[src/rtl/ide_pkg.sv]
// Shared types and constants for the PIO-mode IDE bus sequencer.
package ide_pkg;

  typedef enum logic [2:0] {
    IDLE,
    SETUP,
    PULSE,
    HOLD,
    RECOVER
  } state_t;

  localparam logic [1:0] CS_NONE = 2'b11;
  localparam logic [1:0] CS_CMD  = 2'b10;
  localparam logic [1:0] CS_CTL  = 2'b01;

  localparam int DEF_T_SETUP     = 3;
  localparam int DEF_T_PULSE     = 8;
  localparam int DEF_T_HOLD      = 2;
  localparam int DEF_T_RECOVER   = 4;
  localparam int DEF_T_IORDY_MAX = 200;

  // Active-low chip select for the register block chosen by addr[3].
  function automatic logic [1:0] cs_for(input logic blk);
    return blk ? CS_CTL : CS_CMD;
  endfunction

endpackage

[src/rtl/ide_timer.sv]
// Loadable 8-bit down-counter shared by every phase of the IDE sequencer.
module ide_timer (
  input  logic       clk,
  input  logic       reset,
  input  logic       load,
  input  logic [7:0] load_val,
  output logic       zero
);

  logic [7:0] count;

  always_ff @(posedge clk) begin
    if (reset) begin
      count <= 8'd0;
    end else if (load) begin
      count <= load_val;
    end else if (count != 8'd0) begin
      count <= count - 8'd1;
    end
  end

  assign zero = (count == 8'd0);

endmodule

[src/rtl/ide_pio_ctl.sv]
// PIO-mode ATA/IDE register access sequencer with programmable timing
// and a bounded IORDY wait.
module ide_pio_ctl
  import ide_pkg::*;
#(
  parameter int T_SETUP     = DEF_T_SETUP,
  parameter int T_PULSE     = DEF_T_PULSE,
  parameter int T_HOLD      = DEF_T_HOLD,
  parameter int T_RECOVER   = DEF_T_RECOVER,
  parameter int T_IORDY_MAX = DEF_T_IORDY_MAX
) (
  input  logic        clk,
  input  logic        reset,
  input  logic        req,
  input  logic        we,
  input  logic [3:0]  addr,
  input  logic [15:0] wdata,
  output logic [15:0] rdata,
  output logic        ack,
  output logic        err,
  output logic        busy,
  input  logic [15:0] ide_data_in,
  output logic [15:0] ide_data_out,
  output logic        ide_data_oe,
  input  logic        ide_iordy,
  output logic        ide_dior,
  output logic        ide_diow,
  output logic [1:0]  ide_cs,
  output logic [2:0]  ide_da
);

  localparam logic [7:0] LD_SETUP   = 8'(T_SETUP - 1);
  localparam logic [7:0] LD_PULSE   = 8'(T_PULSE - 1);
  localparam logic [7:0] LD_HOLD    = 8'(T_HOLD - 1);
  localparam logic [7:0] LD_RECOVER = 8'(T_RECOVER - 1);
  localparam logic [7:0] LD_IORDY   = 8'(T_IORDY_MAX - 1);

  state_t state;
  logic   we_q;
  logic   waiting;
  logic   err_pending;
  logic   tmr_load;
  logic [7:0] tmr_val;
  logic   tmr_zero;
  logic   pulse_exit;
  logic   pulse_wait;
  logic   timeout;

  // Once the nominal pulse expires with IORDY low, the timer is reloaded
  // as the wait counter; IORDY wins over a simultaneous timeout.
  assign pulse_wait = (state == PULSE) && !waiting && tmr_zero && !ide_iordy;
  assign timeout    = (state == PULSE) && waiting && tmr_zero && !ide_iordy;
  assign pulse_exit = (state == PULSE) &&
                      ((waiting && (ide_iordy || tmr_zero)) ||
                       (!waiting && tmr_zero && ide_iordy));

  always_comb begin
    tmr_load = 1'b0;
    tmr_val  = 8'd0;
    case (state)
      IDLE:    if (req)      begin tmr_load = 1'b1; tmr_val = LD_SETUP;   end
      SETUP:   if (tmr_zero) begin tmr_load = 1'b1; tmr_val = LD_PULSE;   end
      PULSE: begin
        if (pulse_wait)      begin tmr_load = 1'b1; tmr_val = LD_IORDY;   end
        else if (pulse_exit) begin tmr_load = 1'b1; tmr_val = LD_HOLD;    end
      end
      HOLD:    if (tmr_zero) begin tmr_load = 1'b1; tmr_val = LD_RECOVER; end
      default: ;
    endcase
  end

  ide_timer u_timer (
    .clk      (clk),
    .reset    (reset),
    .load     (tmr_load),
    .load_val (tmr_val),
    .zero     (tmr_zero)
  );

  always_ff @(posedge clk) begin
    if (reset) begin
      state        <= IDLE;
      we_q         <= 1'b0;
      waiting      <= 1'b0;
      err_pending  <= 1'b0;
      rdata        <= 16'h0000;
      ack          <= 1'b0;
      err          <= 1'b0;
      busy         <= 1'b0;
      ide_data_out <= 16'h0000;
      ide_data_oe  <= 1'b0;
      ide_dior     <= 1'b1;
      ide_diow     <= 1'b1;
      ide_cs       <= CS_NONE;
      ide_da       <= 3'd0;
    end else begin
      ack <= 1'b0;
      err <= 1'b0;
      case (state)
        IDLE: begin
          if (req) begin
            we_q   <= we;
            ide_cs <= cs_for(addr[3]);
            ide_da <= addr[2:0];
            busy   <= 1'b1;
            if (we) begin
              ide_data_oe  <= 1'b1;
              ide_data_out <= wdata;
            end
            state <= SETUP;
          end
        end
        SETUP: begin
          if (tmr_zero) begin
            waiting <= 1'b0;
            if (we_q) ide_diow <= 1'b0;
            else      ide_dior <= 1'b0;
            state <= PULSE;
          end
        end
        PULSE: begin
          if (pulse_wait) begin
            waiting <= 1'b1;
          end else if (pulse_exit) begin
            waiting  <= 1'b0;
            ide_dior <= 1'b1;
            ide_diow <= 1'b1;
            if (timeout) err_pending <= 1'b1;
            if (!we_q)   rdata <= ide_data_in;
            state <= HOLD;
          end
        end
        HOLD: begin
          if (tmr_zero) begin
            ide_cs      <= CS_NONE;
            ide_data_oe <= 1'b0;
            state       <= RECOVER;
          end
        end
        RECOVER: begin
          if (tmr_zero) begin
            ack         <= 1'b1;
            err         <= err_pending;
            err_pending <= 1'b0;
            busy        <= 1'b0;
            state       <= IDLE;
          end
        end
        default: state <= IDLE;
      endcase
    end
  end

endmodule

[config.mk]
export PLATFORM = sky130hd
export DESIGN_NAME = ide_pio_ctl
export DESIGN_NICKNAME = d
export VERILOG_FILES = /design/src/rtl/ide_pkg.sv /design/src/rtl/ide_timer.sv /design/src/rtl/ide_pio_ctl.sv
export SDC_FILE = /design/constraint.sdc
export NUM_CORES = 1
export LEC_CHECK = 0
export CORE_UTILIZATION = 41
export CTS_BUF_LIST = sky130_fd_sc_hd__clkbuf_4 sky130_fd_sc_hd__clkbuf_8 sky130_fd_sc_hd__clkbuf_16
export DETAILED_ROUTE_END_ITERATION = 10
export GPL_TIMING_DRIVEN = 1
export MAX_ROUTING_LAYER = met4
export PLACE_DENSITY_LB_ADDON = 0.15
export RECOVER_POWER = 25
export SLEW_MARGIN = 20
export SYNTH_ARGS = -nofsm -noshare
export SYNTH_HDL_FRONTEND = slang
export SYNTH_HIERARCHICAL = 1
export SYNTH_SLANG_ARGS = --single-unit
[constraint.sdc]
create_clock -name clk -period 2.3 [get_ports clk]
set_input_delay 0.575 -clock clk [delete_from_list [all_inputs] [get_ports clk]]
set_output_delay 0.575 -clock clk [all_outputs]
set_load 0.05 [all_outputs]
Word level (Yosys, flattened, before mapping)
Index checks and enable logic that the tools add are counted.

storage, ports and cells
  register bits = 57

cells by class
  reduce and logical (&&, ||, !) cells = 36
  multiplexer cells = 45
  add/subtract/negate cells = 1
  bitwise gates (word level) = 4
  equality and inequality tests = 15

operator list
  kind                   count
  $pmux W8 S4            1
  $mux W8                3
  $mux W3                7
  $mux W1                20
  $ne A2 B2 Y1 const B   10
  $pmux W3 S5            1
  $reduce_and A5 Y1      3
  $pmux W1 S2            6
  $reduce_and A3 Y1      4
  $logic_and A1 B1 Y1    10
  $mux W2                5
  $reduce_bool A2 Y1     5
  $logic_not A8 Y1       1
  $reduce_and A4 Y1      2
  $reduce_bool A8 Y1     1
  $sub A8 B1 Y8 const B  1
  $eq A3 B2 Y1 const B   2
  $reduce_and A6 Y1      1
  $not A1 Y1             4
  $pmux W2 S2            1
  $reduce_or A2 Y1       2
  $eq A3 B1 Y1 const B   1
  $eq A3 B3 Y1 const B   1
  $logic_not A3 Y1       1
  6 further kinds        8

Logic depth before layout (Yosys ltp)
Gate-level depths: netlist of run 1.

  depth after elaboration = 9
  mapped depth = 11

Hierarchy
Netlist of run 1, hierarchy kept.

by module, submodules not included
  module       area an instance (um2)  cells an instance  times used  seq. area each (um2)
  ide_pio_ctl  2098.3                  239                1           980.9
  ide_timer    475.5                   53                 1           160.2

Least setup slack after synthesis of run 1
OpenSTA, ideal clock, no wires.

  kind = reg-to-reg
  start = register u_timer.count[3]
  end = register u_timer.count[0]
  stages on the path, launching flop included = 11
  arrival = 2225 ps
  data required time = 2170 ps
  buffers on the path = 3
  period minus slack after synthesis = 2355 ps
  path slack = -55 ps
  path through = dfxtp_1 nor4_4 and4bb_1 buf_6 clkbuf_1 a31oi_1 o31ai_1 clkbuf_1 nor3_1 nand2_1 o211ai_2

on the way
  word-level cells in the longest chain between the ends = 9
  elaborated cells between the ends (all ways) = 21
  classes of those cells = mux (10); reduce/logical (11)

ends and longest elaborated chain
  item                                                              RTL line                              RTL
  start: declaration                                                ide_timer.sv:10                       logic [7:0] count;
  start signal: assignment                                          ide_timer.sv:16                       count <= load_val;
  start signal: assignment                                          ide_timer.sv:18                       count <= count - 8'd1;
  $logic_not A8 Y1 (*)                                              ide_timer.sv:22                       assign zero = (count == 8'd0);
  net tmr_zero                                                      ide_pio_ctl.sv:44                     logic tmr_zero;
  $logic_or A1 B1 Y1 / $logic_and A1 B1 Y1 (equally long branches)  ide_pio_ctl.sv:54, ide_pio_ctl.sv:55
  $logic_and A1 B1 Y1, on equally long branches                     ide_pio_ctl.sv:54, ide_pio_ctl.sv:55
  $logic_or A1 B1 Y1                                                ide_pio_ctl.sv:54                     ((waiting && (ide_iordy || tmr_zero)) ||
  $logic_and A1 B1 Y1                                               ide_pio_ctl.sv:53                     assign pulse_exit = (state == PULSE) &&
  $mux W1                                                           ide_pio_ctl.sv:65                     else if (pulse_exit) begin tmr_load = 1'b1; tmr_val = LD_HOLD; end
  $mux W1                                                           ide_pio_ctl.sv:64                     if (pulse_wait) begin tmr_load = 1'b1; tmr_val = LD_IORDY; end
  $pmux W1 S3 (*)                                                   ide_pio_ctl.sv:60                     case (state)
  net tmr_load                                                      ide_pio_ctl.sv:42                     logic tmr_load;
  $mux W8 / $reduce_bool A2 Y1 (equally long branches)              --

The timed path passes the listed nets; every way through them passes the cells marked *.
A chain may end at the register's enable or synchronous reset.

Final worst setup path of run 1
  start = input port req
  end = register u_timer.count[1]

on the way
  word-level cells in the longest chain between the ends = 3
  elaborated cells between the ends (all ways) = 6
  classes of those cells = mux (5); reduce/logical (1)

ends and longest elaborated chain
  item                RTL line           RTL
  start: declaration  ide_pio_ctl.sv:14  input logic req,
  $mux W2             ide_pio_ctl.sv:61  IDLE: if (req) begin tmr_load = 1'b1; tmr_val = LD_SETUP; end
  $pmux W8 S4         ide_pio_ctl.sv:60
  net tmr_val[1]      ide_pio_ctl.sv:43  logic [7:0] tmr_val;
  $mux W8             ide_timer.sv:15    end else if (load) begin

The timed path passes the listed nets, and every way through them passes these cells.

==> results_dict.tcl, run 1 <==
set metrics [dict create \
    rsz0062_at_grt "false" \
    grt_use_met2 0.3210 \
    endpoint_kind "flop" \
    final-seq-area_sq_um 1141 \
    clock_sinks 57 \
    status "finished, final reports clean" \
    cts_tree "built" \
    ctsHtreeMaxLevel 3 \
    worstMarginPinSlew_ns 0.7377 \
    core_area_sq_um 5991 \
    setup_viol 0 \
    dieArea_sq_um 6598 \
    synth_fa_ha_area_frac 0.009237 \
    post_drt_via_cell_ratio 5.212 \
    startpoint "req" \
    fillers 535 \
    instances_no_fill 462 \
    use_met1 0.2628 \
    diodes 0 \
    drc_errors 0 \
    critPathArrivalTime_ns 2.36 \
    cp_max_fo 15 \
    drv_cap 0 \
    slew_headroom 0.5052 \
    wire_per_inst_um 13.70 \
    drive_above_1_share 0.1395 \
    tns_ns 0 \
    final_cell_area_sq_um 3716 \
    yosysSeqAreaShare 0.4434 \
    worstSkewPairLatency_ns 0.34 \
    grtUsageTotal 0.2148 \
    synth-xor-area-share 0.01702 \
    yosysMostFrequentCell "dfxtp_1" \
    synthCells 292 \
    synth_async_sr_flop_share 0 \
    reg2reg_depth 7 \
    die_h_um 81.23 \
    post-route-min-period_ns 2.091 \
    antenna_found_initial 0 \
    leakagePower_nw 1.351 \
    placed_area_sq_um 3521 \
    fin_nets 425 \
    fin_crit_sh 0.9089 \
    muxShareOfSynthArea 0.003889 \
    clk_pin_slew_ns 0.06 \
    cts_hold_buf 0 \
    root_buffer "clkbuf_8" \
    synth_cell_types 48 \
    synthToLayoutAreaGrowth_pct 44.38 \
    ant_nets 0 \
    ys_ff_latch 57 \
    cp-endpoint "u_timer/count[1]" \
    reg2reg_from "u_timer/count[4]" \
    grt_pass1_vias 2269 \
    grt_max_degree 35 \
    ir_worst_vdd_mv 0.6369 \
    fin_util 0.6203 \
    gp_congestion 0.7581 \
    vias 2408 \
    top_usage_layer "met2" \
    port_buffers 83 \
    synthSimpleGateAreaFrac 0.2149 \
    synth.largest_area_cell "dfxtp_1" \
    clock_path_buffers 2 \
    die_x_um 81.23 \
    final-max-slew-violation-count 0 \
    netlist_area_sq_um 2574 \
    synth_flop_cell "dfxtp_1" \
    netlist.area_leader.share 0.4434 \
    synth.top_cells.by_count "dfxtp_1, a21oi_1, nand3_1, nand2_1, clkbuf_1" \
    met3_usage 0.08539 \
    synth-edff-count 0 \
    grt_pass1_wl_um 10420 \
    syn-mean-instance-area_sq_um 8.814 \
    drt-initial-drc-count 102 \
    required_ns 2.57 \
    io_pins 84 \
    crit_type "input port to flop" \
    post-cts-setup-buffers 0 \
    skew_ns 0.01184 \
    grt-ovfl-total 0 \
    multi_input_area_sq_um 1277 \
    placedCellCount 447 \
    hp-class "flop to flop" \
    r2r_slack_ns 0.23 \
    fin_ws_ns 0.2094 \
    r2r_end "waiting" \
    worst_setup_path_start_kind "input port" \
    dr.pass1.iters 4 \
    hold_viol 0 \
    synth_compound_area_frac 0.2465 \
    numCtsBuffers 9 \
    start_util 0.4296 \
    rows 28 \
    hpwl_um 4333 \
    synth_area_leaders "dfxtp_1, a21oi_1, nand3_1, a21bo_2, nand2_1" \
    synth_top_family_by_area "compound AO/OA/AOI/OAI gates" \
    dp_slack_ns -0.3241 \
    clock.fmax_mhz 478.3 \
    yosysWarnings 6 \
    drt-total-wl_um 6328 \
    power_density_nw_per_um2 1021 \
]
==> state kept, by name (all words and copies together), names as in the netlist <==
register and flops:
ack 1, busy 1, err 1, err_pending 1, ide_cs 2, ide_da 3, ide_data_oe 1, ide_data_out 16
ide_dior 1, ide_diow 1, rdata 16, state 3, u_timer/count 8, waiting 1, we_q 1
==> cell type report <==
type                    instances  share of cell area
clock buffers                  13             0.04478
well taps                      75             0.02525
clock inverters                 2             0.01010
multi-input cells             203              0.3438
flip-flops and latches         57              0.3071
inverters                       9            0.009091
repair buffers                103              0.2599
==> where the power goes <==
part	switching (mW)	leakage, nW	total [mW]	internal [mW]
combinational	0.927	0.784	1.59	0.664
clock	0.385	0.103	0.963	0.578
sequential	0.115	0.464	1.24	1.13
==> logic make-up (layout without fill, tap and decap cells) <==
kind of cell | count (synthesis) | in the layout
mux | 1 | 1
flops | 57 | 57
simple gates | 95 | 95
xor+xnor | 5 | 5
fa+ha+maj | 2 | 2
other cells | 1 | 3
compound gates | 97 | 97
buf+inv | 34 | 127
==> worst min path at each step <==
stage                     depth (start not counted)        start        end  slack (ns)
final                                             2    ide_da[0]  ide_da[0]        0.46
after global routing                              2    ide_da[0]  ide_da[0]        0.48
after CTS                                         2    ide_da[2]  ide_da[2]        0.46
after detailed placement                          2    ide_da[2]  ide_da[2]        0.45
after global placement                            2    ide_da[0]  ide_da[0]        0.44
after floorplan                                   1  err_pending        err        0.43
==> cell usage in the layout (no fill, tap or decap), types with 2 or more instances in the layout <==
cell	instances
nand2b_1	5
a311oi_1	2
a21bo_1	4
xnor2_1	3
a211oi_1	2
clkdlybuf4s50_1	81
conb_1	3
nor3_1	10
nor2b_1	2
inv_1	9
a21oi_1	42
nor4b_4	2
o21ai_0	18
buf_4	17
nor3b_1	2
nor2_1	10
nand3_1	33
clkbuf_4	2
a31oi_1	3
o32ai_1	5
xor2_1	2
and4b_1	2
a21bo_2	12
clkbuf_1	2
clkbuf_8	11
nand2_1	20
dfxtp_1	57
==> worst max-delay path, cell delays in order <==
cell and delay (ns):
dlygate4sd3_1 0.55, or4b_1 0.51, clkbuf_2 0.27, o21ai_0 0.12, inv_1 0.05, a21oi_1 0.14
o21a_1 0.14
==> metal layers <==
metal	up-vias	part of all wire
met4	0	0.010
met3	5	0.078
met1	1113	0.46
met2	69	0.45
met5	-	0
li1	1221	-
==> what timing repair did <==
action / CTS / global route
setup endpoints to repair: 7 / 2
cloned: 0 / 0
gates resized for setup: 1 / 2
==> per-stage QoR <==
stage               power [mW]  hold slack [ns]
finish                   3.795           0.4577
global placement         2.836           0.4434
global route             4.034           0.4840
floorplan                2.393           0.4303
detailed placement       2.862           0.4538
CTS                      3.855           0.4648
(Power assumes the default switching activity.)
==> run 2, diff against run 1 <==
CORE_UTILIZATION = 46   (was 41)
HOLD_SLACK_MARGIN = 0.02   (was unset)
clock period = 2.32 ns   (was 2.3 ns; I/O delays follow)
==> run 2 against run 1 <==
Design area decreased by 0.94%. Via count rose by 0.50%. Clock skew shrank 0.0058 ns. Total power decreased by 2.8%. Critical endpoint is now u_timer/count[4]. Combinational power is 5% lower. Sequential share of layout area rose by 0.33 points. Sequential power is essentially flat. Non-clock buffer count is 5 lower. Largest cell class unchanged.
==> results_dict.tcl, run 2 (same netlist as run 1, synthesis figures left out) <==
set metrics [dict create \
    rows 26 \
    reg.largest.list "ide_data_out (16), rdata (16), u_timer/count (8)" \
    hold_viol 0 \
    port_buffers 83 \
    drive_above_1_share 0.1305 \
    leakagePower_nw 1.332 \
    clock_path_buffers 2 \
    whs_path_depth 2 \
    final_cell_area_sq_um 3681 \
    power_density_nw_per_um2 1002 \
    tns_ns 0 \
    required_ns 2.55 \
    worst_hold_slack_ns 0.4587 \
    grt_pass1_wl_um 10590 \
    grt_max_degree 35 \
    grt-ovfl-total 0 \
    reg2reg_depth 8 \
    antenna_found_initial 0 \
    combPwrFrac 0.409 \
    ir_worst_vdd_mv 0.5639 \
    hp-class "flop to flop" \
    die_h_um 76.80 \
    status "finished, final reports clean" \
    post-route-min-period_ns 2.167 \
    drt-total-wl_um 6282 \
    grtUsageTotal 0.2313 \
    cp_max_fo 14 \
    clk_pin_slew_ns 0.06 \
    reg2reg_from "u_timer/count[0]" \
    final_common_cell "clkdlybuf4s50_1" \
    die_x_um 76.80 \
    wire_per_inst_um 13.87 \
    final-max-slew-violation-count 0 \
    ctsHtreeMaxLevel 3 \
    slew_headroom 0.6355 \
    numCtsBuffers 9 \
    diodes 0 \
    rsz0062_at_grt "false" \
    post-cts-setup-buffers 0 \
    skew_ns 0.006041 \
    drv_cap 0 \
    hpwl_um 4355 \
    synthToLayoutAreaGrowth_pct 43.02 \
    ant_nets 0 \
    clock_sinks 57 \
    fin_nets 420 \
    grt_pass1_vias 2300 \
    layout_common_cells "clkdlybuf4s50_1, dfxtp_1, a21oi_1" \
    r2r_end "u_timer/count[4]" \
    critPathArrivalTime_ns 2.40 \
    vias 2420 \
    power_mw 3.690 \
    sw_frac_of_total 0.3731 \
    dr.pass1.iters 4 \
    pwr-share-seq 0.340 \
    core_area_sq_um 5238 \
    power_frac_clock 0.251 \
    crit_type "flop to flop" \
    worst_setup_path_start_kind "flop" \
    setup_viol 0 \
    dieArea_sq_um 5898 \
    min_from "ide_da[2]" \
    drc_errors 0 \
    drt-initial-drc-count 82 \
    p_switching_mw 1.377 \
    worstMarginPinSlew_ns 0.5467 \
    cts_tree "built" \
    r2r_slack_ns 0.15 \
    internal_power_mw 2.313 \
    root_buffer "clkbuf_8" \
    clock.fmax_mhz 461.5 \
    gp_congestion 0.8018 \
    worstSkewPairLatency_ns 0.32 \
    placed_area_sq_um 3490 \
    fin_crit_sh 0.9340 \
    start_util 0.4914 \
    endpoint_kind "flop" \
    post_drt_via_cell_ratio 5.342 \
    io_pins 84 \
    hold_path_end "ide_da[2]" \
]
-- run 2: how the worst max path moves through the flow --
| stage | start | end | slack (ns) |
|---|---|---|---|
| CTS | u_timer/count[3] | state[0] | 0.04 |
| finish | u_timer/count[0] | u_timer/count[4] | 0.15 |
| detailed placement | ide_iordy | state[0] | -0.05 |
| floorplan | u_timer/count[3] | u_timer/count[0] | 0.03 |
| global route | u_timer/count[0] | u_timer/count[3] | 0.02 |
| global placement | ide_iordy | state[0] | 0.007 |
-- run 2: power groups by stage --
stage	Sequential (mW)	Clock [mW]	Combinational [mW]
after floorplan	1.43	0	0.941
after global placement	1.27	0	1.50
after detailed placement	1.27	0	1.52
after CTS	1.25	0.948	1.53
after global routing	1.28	1.01	1.66
final	1.25	0.925	1.51
-- run 2: metal layers --
metal  GRT usage  vias to the layer above  part of all wire
li1            -                     1217                 -
met1      0.2743                     1140              0.44
met2      0.3589                       61              0.48
met3      0.1024                        2             0.072
met4     0.05192                        0            0.0027
met5           -                        -                 0
-- run 2: layout make-up --
class                   instances  area (sq um)
fillers                       444          1556
clock buffers                  13         160.2
repair buffers                 98         939.7
clock inverters                 3         40.04
multi-input cells             203          1277
flip-flops and latches         57          1142
well taps                      70         87.58
inverters                       9         33.78
-- run 2: worst max-delay path, stage by stage, from the launching register on --
cell	delay, ns
dfxtp_2	0.36
inv_1	0.07
ha_1	0.27
and4bb_1	0.29
a31oi_2	0.20
o31ai_1	0.14
buf_12	0.17
or2_2	0.33
o32ai_1	0.25
-- run 2: repair_timing --
action / 4_1_cts / 5_1_grt
hold buffers: 0 / 0
setup endpoints to repair: 0 / 6
hold endpoints to repair: 0 / 0
resized for setup: 0 / 4
-- run 2: stage by stage --
stage	cells	setup slack [ns]	utilization
2_1_floorplan	294	0.02754	-
3_3_place_gp	437	0.006679	0.6663
3_5_place_dp	437	-0.04741	0.6663
4_1_cts	453	0.03798	0.7045
5_1_grt	453	0.01508	0.7028
6_report	453	0.1530	0.7028
